### src/rtl/apb_pkg.sv
// Shared definitions for the APB requester that drives the UART register block:
// FSM encoding, UART register map and STATS bit positions.
package apb_pkg;

  typedef enum logic [1:0] {
    IDLE   = 2'd0,
    SETUP  = 2'd1,
    ACCESS = 2'd2,
    RESP   = 2'd3
  } state_t;

  localparam logic [7:0] ADDR_CTRL    = 8'h00;
  localparam logic [7:0] ADDR_STATS   = 8'h01;
  localparam logic [7:0] ADDR_TX_DATA = 8'h02;
  localparam logic [7:0] ADDR_RX_DATA = 8'h03;
  localparam logic [7:0] ADDR_BAUDIV  = 8'h04;

  localparam int unsigned STATS_TX_BUSY  = 0;
  localparam int unsigned STATS_TX_DONE  = 1;
  localparam int unsigned STATS_RX_BUSY  = 2;
  localparam int unsigned STATS_RX_DONE  = 3;
  localparam int unsigned STATS_RX_ERROR = 4;

endpackage

### src/rtl/apb_uart_master_if.sv
// Command/response stream plus APB bus seen by the requester.
// The master modport is the requester's view; slave is the environment's view.
interface apb_uart_master_if #(
  parameter int unsigned PADDR_WIDTH  = 32,
  parameter int unsigned PWDATA_WIDTH = 32,
  parameter int unsigned PRDATA_WIDTH = 32
);
  logic                    cmd_valid;
  logic                    cmd_ready;
  logic                    cmd_write;
  logic [PADDR_WIDTH-1:0]  cmd_addr;
  logic [PWDATA_WIDTH-1:0] cmd_wdata;
  logic                    rsp_valid;
  logic                    rsp_ready;
  logic [PRDATA_WIDTH-1:0] rsp_rdata;
  logic                    rsp_err;
  logic                    rsp_timeout;
  logic [PADDR_WIDTH-1:0]  PADDR;
  logic                    PSEL;
  logic                    PENABLE;
  logic                    PWRITE;
  logic [PWDATA_WIDTH-1:0] PWDATA;
  logic [PRDATA_WIDTH-1:0] PRDATA;
  logic                    PREADY;
  logic                    PSLVERR;

  modport master (
    input  cmd_valid, cmd_write, cmd_addr, cmd_wdata, rsp_ready,
    input  PRDATA, PREADY, PSLVERR,
    output cmd_ready, rsp_valid, rsp_rdata, rsp_err, rsp_timeout,
    output PADDR, PSEL, PENABLE, PWRITE, PWDATA
  );

  modport slave (
    output cmd_valid, cmd_write, cmd_addr, cmd_wdata, rsp_ready,
    output PRDATA, PREADY, PSLVERR,
    input  cmd_ready, rsp_valid, rsp_rdata, rsp_err, rsp_timeout,
    input  PADDR, PSEL, PENABLE, PWRITE, PWDATA
  );
endinterface

### src/rtl/apb_timeout_cnt.sv
// Saturating wait-state counter; expire flags the ACCESS cycle in which the
// count would reach TIMEOUT_CYCLES. TIMEOUT_CYCLES=0 never expires.
module apb_timeout_cnt #(
  parameter int unsigned TIMEOUT_CYCLES = 16
) (
  input  logic clk,
  input  logic rst_n,
  input  logic clr,
  input  logic en,
  output logic expire
);
  localparam int unsigned CW = (TIMEOUT_CYCLES > 0) ? $clog2(TIMEOUT_CYCLES + 1) : 1;
  localparam logic [CW-1:0] LIMIT = CW'(TIMEOUT_CYCLES);

  logic [CW-1:0] cnt;

  always_ff @(posedge clk or negedge rst_n) begin
    if (!rst_n)                     cnt <= '0;
    else if (clr)                   cnt <= '0;
    else if (en && (cnt != LIMIT))  cnt <= cnt + 1'b1;
  end

  assign expire = (TIMEOUT_CYCLES != 0) && en && (cnt == LIMIT - 1'b1);
endmodule

### src/rtl/apb_uart_master.sv
// APB requester: one command at a time through SETUP/ACCESS, response held in
// RESP until consumed. All outputs registered except cmd_ready.
module apb_uart_master
  import apb_pkg::*;
#(
  parameter int unsigned PADDR_WIDTH    = 32,
  parameter int unsigned PWDATA_WIDTH   = 32,
  parameter int unsigned PRDATA_WIDTH   = 32,
  parameter int unsigned TIMEOUT_CYCLES = 16
) (
  input logic               PCLK,
  input logic               PRESETn,
  apb_uart_master_if.master bus
);
  state_t                  state, state_nxt;
  logic                    psel, psel_nxt;
  logic                    penable, penable_nxt;
  logic                    pwrite, pwrite_nxt;
  logic [PADDR_WIDTH-1:0]  paddr, paddr_nxt;
  logic [PWDATA_WIDTH-1:0] pwdata, pwdata_nxt;
  logic                    rsp_valid, rsp_valid_nxt;
  logic [PRDATA_WIDTH-1:0] rsp_rdata, rsp_rdata_nxt;
  logic                    rsp_err, rsp_err_nxt;
  logic                    rsp_timeout, rsp_timeout_nxt;
  logic                    expire;

  apb_timeout_cnt #(.TIMEOUT_CYCLES(TIMEOUT_CYCLES)) u_timeout (
    .clk    (PCLK),
    .rst_n  (PRESETn),
    .clr    ((state == IDLE) && bus.cmd_valid),
    .en     ((state == ACCESS) && !bus.PREADY),
    .expire (expire)
  );

  always_ff @(posedge PCLK or negedge PRESETn) begin
    if (!PRESETn) begin
      state       <= IDLE;
      psel        <= 1'b0;
      penable     <= 1'b0;
      pwrite      <= 1'b0;
      paddr       <= '0;
      pwdata      <= '0;
      rsp_valid   <= 1'b0;
      rsp_rdata   <= '0;
      rsp_err     <= 1'b0;
      rsp_timeout <= 1'b0;
    end else begin
      state       <= state_nxt;
      psel        <= psel_nxt;
      penable     <= penable_nxt;
      pwrite      <= pwrite_nxt;
      paddr       <= paddr_nxt;
      pwdata      <= pwdata_nxt;
      rsp_valid   <= rsp_valid_nxt;
      rsp_rdata   <= rsp_rdata_nxt;
      rsp_err     <= rsp_err_nxt;
      rsp_timeout <= rsp_timeout_nxt;
    end
  end

  // Next values are the values for the following state, so APB and response
  // outputs come straight from flops while still changing on state entry.
  always_comb begin
    state_nxt       = state;
    psel_nxt        = psel;
    penable_nxt     = penable;
    pwrite_nxt      = pwrite;
    paddr_nxt       = paddr;
    pwdata_nxt      = pwdata;
    rsp_valid_nxt   = rsp_valid;
    rsp_rdata_nxt   = rsp_rdata;
    rsp_err_nxt     = rsp_err;
    rsp_timeout_nxt = rsp_timeout;
    unique case (state)
      IDLE: if (bus.cmd_valid) begin
        state_nxt   = SETUP;
        paddr_nxt   = bus.cmd_addr;
        pwrite_nxt  = bus.cmd_write;
        pwdata_nxt  = bus.cmd_wdata;
        psel_nxt    = 1'b1;
        penable_nxt = 1'b0;
      end
      SETUP: begin
        state_nxt   = ACCESS;
        penable_nxt = 1'b1;
      end
      ACCESS: if (bus.PREADY) begin
        state_nxt       = RESP;
        psel_nxt        = 1'b0;
        penable_nxt     = 1'b0;
        rsp_valid_nxt   = 1'b1;
        rsp_rdata_nxt   = pwrite ? '0 : bus.PRDATA;
        rsp_err_nxt     = bus.PSLVERR;
        rsp_timeout_nxt = 1'b0;
      end else if (expire) begin
        state_nxt       = RESP;
        psel_nxt        = 1'b0;
        penable_nxt     = 1'b0;
        rsp_valid_nxt   = 1'b1;
        rsp_rdata_nxt   = '0;
        rsp_err_nxt     = 1'b1;
        rsp_timeout_nxt = 1'b1;
      end
      RESP: if (bus.rsp_ready) begin
        state_nxt     = IDLE;
        rsp_valid_nxt = 1'b0;
      end
      default: state_nxt = IDLE;
    endcase
  end

  assign bus.cmd_ready   = (state == IDLE);
  assign bus.rsp_valid   = rsp_valid;
  assign bus.rsp_rdata   = rsp_rdata;
  assign bus.rsp_err     = rsp_err;
  assign bus.rsp_timeout = rsp_timeout;
  assign bus.PADDR       = paddr;
  assign bus.PSEL        = psel;
  assign bus.PENABLE     = penable;
  assign bus.PWRITE      = pwrite;
  assign bus.PWDATA      = pwdata;
endmodule

### src/flat_wrapper.sv
// flat-port wrapper written by rule: the top's interface ports become plain ports
module apb_uart_master_flat import apb_pkg::*;
#(
  parameter int unsigned PADDR_WIDTH    = 32,
  parameter int unsigned PWDATA_WIDTH   = 32,
  parameter int unsigned PRDATA_WIDTH   = 32,
  parameter int unsigned TIMEOUT_CYCLES = 16
)
  (PCLK, PRESETn, bus_cmd_valid, bus_cmd_write, bus_cmd_addr, bus_cmd_wdata, bus_rsp_ready, bus_PRDATA, bus_PREADY, bus_PSLVERR, bus_cmd_ready, bus_rsp_valid, bus_rsp_rdata, bus_rsp_err, bus_rsp_timeout, bus_PADDR, bus_PSEL, bus_PENABLE, bus_PWRITE, bus_PWDATA);
  apb_uart_master_if #(.PADDR_WIDTH(PADDR_WIDTH), .PWDATA_WIDTH(PWDATA_WIDTH), .PRDATA_WIDTH(PRDATA_WIDTH)) bus_i ();
  input logic PCLK;
  input logic PRESETn;
  input wire logic [$bits(bus_i.cmd_valid)-1:0] bus_cmd_valid;
  input wire logic [$bits(bus_i.cmd_write)-1:0] bus_cmd_write;
  input wire logic [$bits(bus_i.cmd_addr)-1:0] bus_cmd_addr;
  input wire logic [$bits(bus_i.cmd_wdata)-1:0] bus_cmd_wdata;
  input wire logic [$bits(bus_i.rsp_ready)-1:0] bus_rsp_ready;
  input wire logic [$bits(bus_i.PRDATA)-1:0] bus_PRDATA;
  input wire logic [$bits(bus_i.PREADY)-1:0] bus_PREADY;
  input wire logic [$bits(bus_i.PSLVERR)-1:0] bus_PSLVERR;
  output wire logic [$bits(bus_i.cmd_ready)-1:0] bus_cmd_ready;
  output wire logic [$bits(bus_i.rsp_valid)-1:0] bus_rsp_valid;
  output wire logic [$bits(bus_i.rsp_rdata)-1:0] bus_rsp_rdata;
  output wire logic [$bits(bus_i.rsp_err)-1:0] bus_rsp_err;
  output wire logic [$bits(bus_i.rsp_timeout)-1:0] bus_rsp_timeout;
  output wire logic [$bits(bus_i.PADDR)-1:0] bus_PADDR;
  output wire logic [$bits(bus_i.PSEL)-1:0] bus_PSEL;
  output wire logic [$bits(bus_i.PENABLE)-1:0] bus_PENABLE;
  output wire logic [$bits(bus_i.PWRITE)-1:0] bus_PWRITE;
  output wire logic [$bits(bus_i.PWDATA)-1:0] bus_PWDATA;
  assign bus_i.cmd_valid = bus_cmd_valid;
  assign bus_i.cmd_write = bus_cmd_write;
  assign bus_i.cmd_addr = bus_cmd_addr;
  assign bus_i.cmd_wdata = bus_cmd_wdata;
  assign bus_i.rsp_ready = bus_rsp_ready;
  assign bus_i.PRDATA = bus_PRDATA;
  assign bus_i.PREADY = bus_PREADY;
  assign bus_i.PSLVERR = bus_PSLVERR;
  assign bus_cmd_ready = bus_i.cmd_ready;
  assign bus_rsp_valid = bus_i.rsp_valid;
  assign bus_rsp_rdata = bus_i.rsp_rdata;
  assign bus_rsp_err = bus_i.rsp_err;
  assign bus_rsp_timeout = bus_i.rsp_timeout;
  assign bus_PADDR = bus_i.PADDR;
  assign bus_PSEL = bus_i.PSEL;
  assign bus_PENABLE = bus_i.PENABLE;
  assign bus_PWRITE = bus_i.PWRITE;
  assign bus_PWDATA = bus_i.PWDATA;
  apb_uart_master #(.PADDR_WIDTH(PADDR_WIDTH), .PWDATA_WIDTH(PWDATA_WIDTH), .PRDATA_WIDTH(PRDATA_WIDTH), .TIMEOUT_CYCLES(TIMEOUT_CYCLES)) u_core (.PCLK(PCLK), .PRESETn(PRESETn), .bus(bus_i));
endmodule
### config.mk
export PLATFORM = sky130hd
export DESIGN_NAME = apb_uart_master_flat
export DESIGN_NICKNAME = d
export VERILOG_FILES = /design/src/rtl/apb_pkg.sv /design/src/rtl/apb_uart_master_if.sv /design/src/rtl/apb_timeout_cnt.sv /design/src/rtl/apb_uart_master.sv /design/src/flat_wrapper.sv
export SDC_FILE = /design/constraint.sdc
export NUM_CORES = 1
export LEC_CHECK = 0
export ABC_AREA = 1
export CORE_AREA = 2 2 118 120
export CTS_CLUSTER_DIAMETER = 30
export DETAILED_ROUTE_END_ITERATION = 16
export DIE_AREA = 0 0 120 122
export GPL_ROUTABILITY_DRIVEN = 0
export HOLD_SLACK_MARGIN = 0.03
export PLACE_DENSITY = 0.8
export SETUP_SLACK_MARGIN = 0.2
export SYNTH_ARGS = -nofsm -noshare
export SYNTH_HDL_FRONTEND = slang
export SYNTH_HIERARCHICAL = 1
export SYNTH_SLANG_ARGS = --single-unit
### constraint.sdc
create_clock -name PCLK -period 3.1 [get_ports PCLK]
set_clock_uncertainty 0.2 [all_clocks]
set_input_delay 0.31 -clock PCLK [delete_from_list [all_inputs] [get_ports PCLK]]
set_output_delay 0.31 -clock PCLK [all_outputs]
set_load 0.05 [all_outputs]
==> results.py, run 1 <==
metrics = {
    "run_status": {
        "status": "completed",
    },
    "finish": {
        "nNetsFinal": 817,
        "layout_commonest_cell": "nand2_1",
        "seq_area_mm2": 0.002728,
        "synthToLayoutAreaGrowth_pct": 53.63,
        "n_fill_cell": 1224,
        "multi_input_area_mm2": 0.001590,
        "layout-drive-gt1-share_pct": 6.620,
        "antenna_cells": 0,
        "layout_common_cells": "nand2_1, clkdlybuf4s50_1, dfrtp_1",
        "fin_util_pct": 52.13,
    },
    "cts": {
        "cts_resized": 0,
        "clock-sinks": 109,
        "htreeDepth": 3,
        "clkTransAtPathRegs_ns": 0.07,
        "clock_latency_ns": 0.34,
        "cts_setup_buffers": 0,
        "cts_buffers": 9,
        "clk_path_buf_depth": 2,
        "cts_hold_buf": 1,
        "cts_tree": "built",
        "cts_root_buf": "clkbuf_16",
    },
    "worst_setup_path": {
        "critPathArrivalTime_ns": 1.98,
        "critPathMaxFanout": 5,
        "r2r-start": "u_core/state[0]",
        "regToRegSetupSlack_ns": 0.79,
        "start_kind": "flop",
        "r2r-end": "u_core/bus.rsp_rdata[24]",
        "endpoint_kind": "output port",
        "cp.required_ns": 2.59,
        "path_class": "flop to output port",
        "rr_worst_depth": 11,
    },
    "placement": {
        "dp_hpwl_um": 8558,
        "port-buffer-count": 205,
    },
    "logic_synthesis": {
        "synth_area_mm2": 0.004582,
        "ys_types": 25,
        "avgSynthCellArea_um2": 9.019,
        "synth-seq-area-share_pct": 59.53,
        "synthTopCellsByArea": "dfrtp_1, nand2_1, nand3_1",
        "yosysWarnings": 6,
        "synthCells": 508,
        "synth_top_cell_by_area": "dfrtp_1",
        "ys_ff_latch": 109,
        "yosys.area.top_type_share_pct": 59.53,
        "syn-num-nets": 619,
    },
    "power_and_ir_drop": {
        "leakagePower_uw": 0.003438,
        "power_density_mw_per_mm2": 1202,
        "ir_worst_vdd_mv": 0.6830,
    },
    "hold_path": {
        "worst_hold_path_type": "flop to flop",
        "holdPathStages": 2,
        "worstHoldStart": "u_core/bus.PADDR[7]",
        "min_to": "u_core/bus.PADDR[7]",
    },
    "timing": {
        "rsz0062_at_grt": "false",
        "finalHoldViolCount": 0,
        "fin_setup_tns_ns": 0,
        "finalCriticalPeriod_ns": 2.489,
        "setup_viol": 0,
        "holdWs_ns": 0.2776,
        "relSlewSlack_pct": 48.11,
        "achievable-frequency_ghz": 0.4018,
        "slew_viol_final": 0,
        "tightest_slew_ns": 0.7784,
        "period_share_pct": 80.28,
    },
    "floorplanning": {
        "die_x_um": 120,
        "start_util_pct": 33.93,
        "ios": 206,
        "dieArea_mm2": 0.01464,
        "die_h_um": 122,
        "num_rows": 43,
        "core_area_mm2": 0.01350,
    },
    "grt": {
        "antenna_found_initial": 0,
        "grt_first_pass_wirelength_um": 19020,
        "track_usage_pct": 16.54,
        "grt.overflow.total": 0,
        "grt_max_degree": 66,
        "grt_pass1_vias": 3777,
    },
    "run": {
        "cap_violations": 0,
    },
    "detailed_routing": {
        "wl_per_cell_um": 13.60,
        "drtIter0Drc": 313,
        "route.detailed.vias_per_inst": 4.472,
        "totalWireLength_um": 12100,
        "drc_errors": 0,
        "first_pass_iters": 4,
        "ant_nets": 0,
        "vias": 3980,
    },
}
[metrics by stage]
stage | instance area [µm²] | setup WS (ns) | total power (µW) | cells
after floorplan | 4582 | 1.059 | 5694 | 508
after CTS | 7039 | 0.5787 | 8545 | 890
after global routing | 7039 | 0.5160 | 8936 | 890
final | 7039 | 0.6113 | 8465 | 890
after global placement | 6740 | 0.8180 | 7289 | 874
after detailed placement | 6740 | 0.7704 | 7368 | 874
[per-layer routing]
layer | share of wire [%] | vias to the layer above | track usage, %
met5 | 0 | - | 0
met4 | 1.2 | 0 | 4.706
met3 | 6.9 | 12 | 4.588
met2 | 47 | 149 | 26.88
met1 | 45 | 1853 | 21.72
li1 | - | 1966 | -
[sequential cells by signal, indices dropped and copies added (netlist names)]
signal and cells:
u_core/bus.PADDR 32, u_core/bus.rsp_rdata 32, u_core/bus.PENABLE 1, u_core/bus.rsp_timeout 1
u_core/bus.PWDATA 32, u_core/bus.rsp_valid 1, u_core/bus.PSEL 1, u_core/bus.rsp_err 1
u_core/bus.PWRITE 1, u_core/state 2, u_core/u_timeout/cnt 5
[layout make-up]
cell class	count	share of cell area, %
flip-flops and latches	109	38.75
repair buffers	210	30.22
multi-input cells	356	22.59
inverters	20	1.138
clock inverters	5	0.8532
clock buffers	10	3.253
well taps	180	3.199
[worst max-delay path: stages (launching register included)]
cell             delay (ns)
dfrtp_1                0.43
inv_1                  0.10
ha_1                   0.26
clkdlybuf4s50_1        0.84
[worst max path at each step]
stage	start	end	slack, ns	cells past startpoint
global placement	bus_PREADY	u_core/bus.rsp_timeout	0.82	9
CTS	u_core/state[0]	bus_cmd_ready	0.58	3
global route	u_core/state[0]	bus_cmd_ready	0.52	3
finish	u_core/state[0]	bus_cmd_ready	0.61	3
detailed placement	bus_PREADY	u_core/bus.rsp_timeout	0.77	9
floorplan	u_core/state[0]	u_core/bus.rsp_rdata[10]	1.06	12
[cells in the mapped netlist (all sizes together)]
master	number
inv	20
buf	22
nor3	1
clkbuf	1
nor2	8
a21oi	2
dfrtp	109
nand3	44
o21ai	6
ha	8
xnor2	1
nand4	4
nand2	282
[report_power, final]
group | internal [µW] | switching [µW] | leakage (µW)
combinational | 1560 | 3310 | 0.00191
sequential | 2060 | 386 | 0.00139
clock | 628 | 519 | 0.000139
total | 4250 | 4210 | 0.00344
[cells by family (layout without fill, tap and decap cells)]
kind of cell | Yosys count | count (layout) | synth area share (%)
AND/OR/NAND/NOR | 339 | 339 | 30.99
AO/OA/AOI/OAI | 8 | 8 | 1.283
XOR/XNOR | 1 | 1 | 0.1912
flip-flops | 109 | 109 | 59.53
buffers and inverters | 43 | 245 | 5.816
adder cells (fa/ha/maj) | 8 | 8 | 2.185
Power figures use the tool's default switching activity.
==> run 2, diff against run 1 <==
--- a/config.mk
+++ b/config.mk
@@ -12,7 +12,7 @@
 export DIE_AREA = 0 0 120 122
 export GPL_ROUTABILITY_DRIVEN = 0
 export HOLD_SLACK_MARGIN = 0.03
-export PLACE_DENSITY = 0.8
+export PLACE_DENSITY = 0.83
 export SETUP_SLACK_MARGIN = 0.2
 export SYNTH_ARGS = -nofsm -noshare
 export SYNTH_HDL_FRONTEND = slang
==> constraint.sdc (replaced) <==
create_clock -name PCLK -period 2.2 [get_ports PCLK]
set_clock_uncertainty 0.2 [all_clocks]
set_input_delay 0.22 -clock PCLK [delete_from_list [all_inputs] [get_ports PCLK]]
set_output_delay 0.22 -clock PCLK [all_outputs]
set_load 0.05 [all_outputs]
==> run 2 against run 1 <==
  * Global-route usage shrank 0.091 points
  * Core utilization grew 1.2 points
  * Count of clock-buffer cells in the layout decreased by 1
  * Non-clock buffer count rose by 12
  * Design area rose by 2.3%
  * Hold slack got worse by 0.12 ns
  * Via count up 1.6%
  * Largest cell class unchanged
  * Die area unchanged
  * Flip-flop and latch count unchanged
==> results.py, run 2 (synthesis results as in run 1) <==
metrics = {
    "detailed_routing": {
        "wl_met2_um": 5481,
        "wl_met1_um": 5394,
        "wl_per_cell_um": 13.22,
        "wl_met3_um": 852,
        "drtIter0Drc": 239,
        "ant_nets": 0,
        "first_pass_iters": 6,
        "dr.max_layer_used": "met5",
        "vias": 4044,
        "totalWireLength_um": 11940,
        "route.detailed.vias_per_inst": 4.478,
        "drc_errors": 0,
    },
    "worst_setup_path": {
        "critPathArrivalTime_ns": 1.55,
        "critPathMaxFanout": 2,
        "worst-path-buf-inv": 1,
        "cp_cell_sequence": "clkdlybuf4s50_1",
        "start_kind": "flop",
        "r2r-start": "u_core/u_timeout/cnt[1]",
        "crit_slowest_cell": "clkdlybuf4s50_1",
        "path_class": "flop to output port",
        "rr_worst_depth": 11,
        "endpoint_kind": "output port",
        "critPathTopFamily": "buffers and inverters",
        "cp.required_ns": 1.78,
        "regToRegSetupSlack_ns": 0.30,
        "slowest_delay_ns": 0.83,
        "r2r-end": "u_core/state[1]",
    },
    "finish": {
        "layout_common_cells": "nand2_1, clkdlybuf4s50_1, dfrtp_1",
        "nNetsFinal": 829,
        "antenna_cells": 0,
        "fin_area_mm2": 0.007198,
        "layout_commonest_cell": "nand2_1",
        "synthToLayoutAreaGrowth_pct": 57.10,
        "layout-drive-gt1-share_pct": 8.990,
        "fin_util_pct": 53.30,
    },
    "floorplanning": {
        "ios": 206,
        "core_area_mm2": 0.01350,
        "num_rows": 43,
        "die_h_um": 122,
        "die_x_um": 120,
        "start_util_pct": 33.93,
        "dieArea_mm2": 0.01464,
    },
    "timing": {
        "rsz0062_at_grt": "true",
        "finalHoldViolCount": 0,
        "finalCriticalPeriod_ns": 1.966,
        "slew_viol_final": 0,
        "relSlewSlack_pct": 62.44,
        "period_share_pct": 89.38,
        "tightest_slew_ns": 0.5625,
        "setup_viol": 0,
        "achievable-frequency_ghz": 0.5086,
        "fin_setup_tns_ns": 0,
    },
    "grt": {
        "grt_max_degree": 66,
        "grt.overflow.total": 0,
        "grt_first_pass_wirelength_um": 19050,
        "antenna_found_initial": 1,
        "grt_pass1_vias": 3813,
        "track_usage_pct": 16.45,
    },
    "cts": {
        "clock_latency_ns": 0.35,
        "clock-sinks": 109,
        "cts_buffers": 9,
        "cts_root_buf": "clkbuf_16",
        "clk_path_buf_depth": 2,
        "cts_tree": "built",
        "clkTransAtPathRegs_ns": 0.07,
        "htreeDepth": 3,
    },
    "run_status": {
        "status": "completed",
    },
    "run": {
        "cap_violations": 0,
    },
    "power_and_ir_drop": {
        "ir_worst_vdd_mv": 0.9079,
        "power_density_mw_per_mm2": 1673,
        "leakagePower_uw": 0.003719,
    },
    "placement": {
        "port-buffer-count": 205,
        "dpl-instance-area_mm2": 0.006808,
        "dp_hpwl_um": 8445,
    },
    "hold_path": {
        "worst_hold_path_type": "input pin to async pin",
    },
}
## run 2: cell types whose count changed in the layout (fill, tap and decap cells not counted), moves of 2 or more
cell             change
dlymetal6s2s_1      +16
ha_2                 +2
clkdlybuf4s50_1     -18
ha_1                 -2
buf_4               +12
## run 2: cell type report
class / instances / area [µm²]
clock buffer: 9 / 225.2
clock inverter: 7 / 73.82
fill: 1189 / 6306
inverter: 20 / 82.58
multi-input combinational: 356 / 1598
sequential: 109 / 2728
tap: 180 / 225.2
timing repair buffer: 222 / 2266
## run 2: worst reg2reg max path, stage by stage (launching register included)
cell     delay (ns)
dfrtp_1        0.41
ha_1           0.21
nand2_1        0.06
nor2_1         0.04
ha_1           0.17
nand2_1        0.06
inv_1          0.07
nor2_4         0.16
nand2_1        0.18
nand3_1        0.14
nand2_1        0.07
nand2_1        0.06
## run 2: metrics by stage
step / setup WS, ns / std cells / hold WS [ns] / power (µW)
global route: 0.1556 / 903 / 0.1831 / 12730
finish: 0.2337 / 903 / 0.1625 / 12040
CTS: 0.2055 / 901 / 0.1727 / 12160
detailed placement: 0.1846 / 881 / 0.002436 / 10460
floorplan: 0.2441 / 508 / -0.2756 / 8031
global placement: 0.2427 / 881 / 0.005711 / 10340
## run 2: how the worst max path moves through the flow
stage | start | cells after the start | slack (ns) | end
floorplan | u_core/state[0] | 12 | 0.24 | u_core/bus.rsp_rdata[10]
global placement | u_core/u_timeout/cnt[1] | 11 | 0.24 | u_core/bus.rsp_timeout
detailed placement | u_core/state[0] | 11 | 0.18 | u_core/bus.rsp_timeout
CTS | u_core/bus.PADDR[8] | 1 | 0.21 | bus_PADDR[8]
global route | u_core/u_timeout/cnt[1] | 11 | 0.16 | u_core/bus.rsp_rdata[30]
finish | u_core/bus.rsp_rdata[3] | 1 | 0.23 | bus_rsp_rdata[3]
## run 2: what timing repair did
action                                  in CTS  in global routing
hold endpoints to repair                    34                  0
hold buffers                                 1                  0
resized for setup                            1                 18
setup buffers                                3                  2
endpoints found under the setup margin       2                 52
pin swaps                                    1                  0
## run 2: layer usage
layer,global-route usage (%),vias up
li1,-,1984
met1,21.97,1890
met2,25.21,153
met3,5.056,15
met4,6.176,2
met5,0,-
## run 2: power by group
group / internal [µW] / total, µW / switching, µW
clock: 889 / 1630 / 743
combinational: 2280 / 6980 / 4700
sequential: 2910 / 3430 / 529
==> run 3, diff against run 2 <==
--- a/config.mk
+++ b/config.mk
@@ -12,7 +12,7 @@
 export DIE_AREA = 0 0 120 122
 export GPL_ROUTABILITY_DRIVEN = 0
 export HOLD_SLACK_MARGIN = 0.03
-export PLACE_DENSITY = 0.83
+export PLACE_DENSITY = 0.8
 export SETUP_SLACK_MARGIN = 0.2
 export SYNTH_ARGS = -nofsm -noshare
 export SYNTH_HDL_FRONTEND = slang
==> constraint.sdc (replaced) <==
create_clock -name PCLK -period 2 [get_ports PCLK]
set_clock_uncertainty 0.2 [all_clocks]
set_input_delay 0.2 -clock PCLK [delete_from_list [all_inputs] [get_ports PCLK]]
set_output_delay 0.2 -clock PCLK [all_outputs]
set_load 0.05 [all_outputs]
==> run 3 against run 2 <==
  * Global-route usage rose by 0.12 points
  * Sequential share of layout area down 0.65 points
  * Core utilization is 0.95 points higher
  * Register-to-register slack worse by 0.16 ns
  * Hold slack worse by 0.056 ns
  * Cell count grew 1.1%
  * Routed wire length rose by 5.4%
  * Critical path depth is 11 higher
==> results.py, run 3 (synthesis results as in run 1) <==
metrics = {
    "worst_setup_path": {
        "rr_worst_depth": 12,
        "endpoint_kind": "flop",
        "r2r-end": "u_core/bus.rsp_rdata[31]",
        "critPathMaxFanout": 8,
        "regToRegSetupSlack_ns": 0.14,
        "path_class": "flop to flop",
        "critPathTopFamily": "simple AND/OR/NAND/NOR gates",
        "crit_slowest_cell": "dfrtp_1",
        "path_depth": 12,
        "slowest_delay_ns": 0.39,
        "start_kind": "flop",
        "worst-path-buf-inv": 3,
        "r2r-start": "u_core/u_timeout/cnt[0]",
        "cp.required_ns": 2.03,
        "cp_cell_sequence": "ha_2, nand2_1, nor2_1, ha_2, nand2_2, inv_2, nor2_4, nor2_8, buf_12, buf_16, nand3_1, nand2_1",
        "critPathArrivalTime_ns": 1.89,
    },
    "timing": {
        "tightest_slew_ns": 0.5471,
        "setup_viol": 0,
        "slew_viol_final": 0,
        "achievable-frequency_ghz": 0.5383,
        "rsz0062_at_grt": "true",
        "finalCriticalPeriod_ns": 1.858,
        "period_share_pct": 92.89,
        "fin_setup_tns_ns": 0,
        "finalHoldViolCount": 0,
        "relSlewSlack_pct": 63.67,
    },
    "floorplanning": {
        "core_area_mm2": 0.01350,
        "start_util_pct": 33.93,
        "dieArea_mm2": 0.01464,
        "ios": 206,
        "die_h_um": 122,
        "num_rows": 43,
        "die_x_um": 120,
    },
    "power_and_ir_drop": {
        "leakagePower_uw": 0.003908,
        "power_density_mw_per_mm2": 1803,
        "total_power_uw": 13210,
        "ir_worst_vdd_mv": 1.113,
    },
    "finish": {
        "synthToLayoutAreaGrowth_pct": 59.91,
        "layout-drive-gt1-share_pct": 13.37,
        "layout_commonest_cell": "nand2_1",
        "layout_common_cells": "nand2_1, dfrtp_1, clkdlybuf4s50_1",
        "nNetsFinal": 839,
        "layout.cells.non_filler": 913,
        "fin_util_pct": 54.26,
        "antenna_cells": 0,
    },
    "detailed_routing": {
        "ant_nets": 0,
        "totalWireLength_um": 12580,
        "route.detailed.vias_per_inst": 4.472,
        "vias": 4083,
        "drc_errors": 0,
        "first_pass_iters": 4,
        "drtIter0Drc": 226,
        "wl_per_cell_um": 13.78,
    },
    "grt": {
        "grt.overflow.total": 0,
        "antenna_found_initial": 0,
        "grt_pass1_vias": 3809,
        "track_usage_pct": 16.58,
        "grt_first_pass_wirelength_um": 19090,
        "grt_max_degree": 55,
    },
    "cts": {
        "clock-sinks": 109,
        "clk_path_buf_depth": 2,
        "htreeDepth": 3,
        "cts_tree": "built",
        "cts_root_buf": "clkbuf_16",
        "cts_buffers": 9,
        "clkTransAtPathRegs_ns": 0.07,
        "clock_latency_ns": 0.34,
    },
    "run_status": {
        "status": "completed",
    },
    "run": {
        "cap_violations": 0,
    },
    "placement": {
        "post-place-cells": 885,
        "port-buffer-count": 205,
        "dp_hpwl_um": 8637,
    },
    "hold_path": {
        "worst_hold_path_type": "input pin to async pin",
    },
}
run 3: changes by cell type in the layout (fill, tap and decap cells not counted), sizes merged:
cell / before / now
clkinvlp: 1 / 2
clkbuf: 9 / 10
inv: 22 / 23
dlymetal6s2s: 16 / 0
clkdlybuf4s50: 186 / 101
bufinv: 1 / 3
clkinv: 3 / 1
buf: 18 / 28
dlygate4sd2: 1 / 99
run 3: what timing repair did:
item	in CTS	in global routing
pin swaps	1	3
hold buffers	1	0
gates cloned	1	3
setup endpoints to repair	138	39
endpoints found under the hold margin	109	0
buffers inserted	2	5
gates resized for setup	106	20
run 3: how the worst max path moves through the flow:
stage	from	to	slack (ns)
2_1_floorplan	u_core/state[1]	u_core/u_timeout/cnt[0]	0.16
3_3_place_gp	u_core/u_timeout/cnt[1]	u_core/bus.rsp_timeout	0.10
3_5_place_dp	u_core/u_timeout/cnt[1]	u_core/bus.rsp_rdata[12]	0.08
4_1_cts	u_core/u_timeout/cnt[1]	u_core/bus.rsp_rdata[22]	0.19
5_1_grt	u_core/u_timeout/cnt[1]	u_core/bus.rsp_rdata[31]	0.04
6_report	u_core/u_timeout/cnt[0]	u_core/bus.rsp_rdata[31]	0.14
run 3: layout make-up:
cell class	instances	area, µm²
timing repair inverter	2	17.52
inverter	20	90.09
tap	180	225.2
sequential	109	2729
clock inverter	7	122.6
fill	1225	6177
clock buffer	9	225.2
timing repair buffer	230	2235
multi-input combinational	356	1683
run 3: routing by layer:
layer | routed length (µm) | GRT usage (%) | vias up
met5 | 0 | 0 | -
met4 | 167 | 5.588 | 0
met3 | 959 | 4.869 | 11
met2 | 6084 | 26.88 | 144
met1 | 5372 | 21.28 | 1915
li1 | - | - | 2013
run 3: stage by stage:
stage / worst slack (ns) / area (µm²) / hold slack (ns)
floorplan: 0.1617 / 4607 / -0.2956
global placement: 0.1028 / 6875 / -0.05774
detailed placement: 0.08334 / 6875 / -0.05461
CTS: 0.1885 / 7168 / 0.1053
global route: 0.03886 / 7327 / 0.1210
finish: 0.1423 / 7327 / 0.1065
run 3: power breakdown:
group	internal, µW	switching [µW]	total [µW]
clock	1230	826	2060
sequential	3200	571	3770
combinational	2090	5300	7390
total	6520	6690	13200
run 3: worst reg2reg max path, cell delays in order, from the launching register on:
cell and delay (ns):
dfrtp_1 0.39, ha_2 0.19, nand2_1 0.05, nor2_1 0.04, ha_2 0.16, nand2_2 0.05, inv_2 0.04, nor2_4 0.14
nor2_8 0.06, buf_12 0.14, buf_16 0.13, nand3_1 0.08, nand2_1 0.06
==> variant (config.mk and constraints of run 3) <==
`PRDATA_WIDTH` is set to 32 in 3 places; all go to 36.
--- a/src/rtl/apb_uart_master_if.sv
+++ b/src/rtl/apb_uart_master_if.sv
@@ -5,3 +5,3 @@
   parameter int unsigned PWDATA_WIDTH = 32,
-  parameter int unsigned PRDATA_WIDTH = 32
+  parameter int unsigned PRDATA_WIDTH = 36
 );
--- a/src/rtl/apb_uart_master.sv
+++ b/src/rtl/apb_uart_master.sv
@@ -7,3 +7,3 @@
   parameter int unsigned PWDATA_WIDTH   = 32,
-  parameter int unsigned PRDATA_WIDTH   = 32,
+  parameter int unsigned PRDATA_WIDTH   = 36,
   parameter int unsigned TIMEOUT_CYCLES = 16
--- a/src/flat_wrapper.sv
+++ b/src/flat_wrapper.sv
@@ -5,3 +5,3 @@
   parameter int unsigned PWDATA_WIDTH   = 32,
-  parameter int unsigned PRDATA_WIDTH   = 32,
+  parameter int unsigned PRDATA_WIDTH   = 36,
   parameter int unsigned TIMEOUT_CYCLES = 16
Interface: changed (resized bus_PRDATA and bus_rsp_rdata); port bits go from 206 to 214. No check against the original RTL was run, so the function may have changed too.
==> variant against run 3 <==
- cell area rose by 6.6%
- global-route usage increased by 2.0 points
- sequential share of layout area shrank 1.0 points
- count of clock-buffer cells in the layout up 17
- highest routed layer unchanged
- total power increased by 7.9%
- sequential cell count up 4
- worst setup slack lost 0.0069 ns
- wire length up 3.9%
- clock power grew 34%
- area after synthesis grew 4.4%
==> variant: results (changes against run 3) <==
metric,value,unit,change
status,completed,,
final_layout_size_suffix_gt1_frac,0.1443,,+0.01065
clock_buffers,26,,+17
synth_nets,639,,+3.2%
placed_cell_area,7174,sq um,+4.3%
htree_levels,4,,+1
worstPathArrival,1.95,ns,+0.06 ns
cts_inserted_buffers,17,,+8
nets,871,,+3.8%
place_ws,0.1186,ns,+0.03524 ns
buf_share,0.3057,,+0.0006988
powerSeq,3.86,mW,+2%
finalPower,14.25,mW,+7.9%
synth_top_area_share,0.5910,,-0.004299
dp.cells,909,,+2.7%
cts_sinks,113,,+3.7%
hpwl,8.460,mm,-2.0%
vdd_drop_max,1.039,mV,-6.6%
yosys.cell_types.count,24,,-4.0%
ys_seq_area_frac,0.5910,,-0.004299
wl_met3,1.213,mm,+26%
finalCriticalPeriod,1.865,ns,+0.006855 ns
grt_pass1_wl,21.39,mm,+12%
p_leak,4.146,nW,+6.1%
grt_pass1_vias,4352,,+14%
hold_ws,0.1245,ns,+0.01794 ns
wl_per_cell,13.77,microns,about the same
port_buffers,213,,+3.9%
clkLatencyLatePin,0.40,ns,+0.06 ns
regArea,2829,sq um,+3.7%
synth_commonest_cells,"nand2_1, dfrtp_1, nand3_1",,
cp_max_fo,18,,+10
ys_top_cells_by_area,"dfrtp_1, nand2_1, nand3_1",,
use_met2,0.2852,,+0.01634
fin_cells,949,,+3.9%
grt_max_degree,114,,+110%
wl_met2,5.866,mm,-3.6%
cp-endpoint,u_core/bus.rsp_rdata[7],,
drtIter0Drc,328,,+45%
switching_power,6.953,mW,+3.9%
grt_use_met3,0.07865,,+0.02996
multiInputGateArea,1752,sq um,+4.1%
num-nonclk-inverters,18,,-18%
cp-startpoint,u_core/u_timeout/cnt[0],,
p_per_area,1824,nW/um^2,+1.2%
tightest_slew,0.6683,ns,+0.1213 ns
grt_use_met1,0.2364,,+0.02361
gr-usage-all-layers,0.1860,,+0.02027
synth_cells,524,,+3.1%
path_clk_slew,0.05,ns,-0.02 ns
variant: changes by cell type after synthesis, moves of 2 or more:
cell / run 3 / this run
nand2_2: 11 / 21
nand3_2: 0 / 10
nand3_1: 43 / 36
buf_2: 8 / 14
buf_6: 8 / 4
dfrtp_1: 109 / 113
buf_4: 5 / 2
a21oi_1: 2 / 0
buf_12: 0 / 2
inv_1: 15 / 13
variant: kinds of logic after synthesis:
logic type | after synthesis | synth area share
buffers and inverters | 43 | 0.05439
adder cells (fa/ha/maj) | 8 | 0.02092
XOR/XNOR | 1 | 0.001831
AND/OR/NAND/NOR | 352 | 0.3206
AO/OA/AOI/OAI | 7 | 0.01124
flip-flops | 113 | 0.5910
variant: what timing repair did:
item,CTS,global route
resized for setup,115,9
hold buffers,1,0
gates cloned,2,2
endpoints found under the setup margin,144,114
setup buffers,2,1
hold endpoints to repair,113,0
pin swaps,0,1
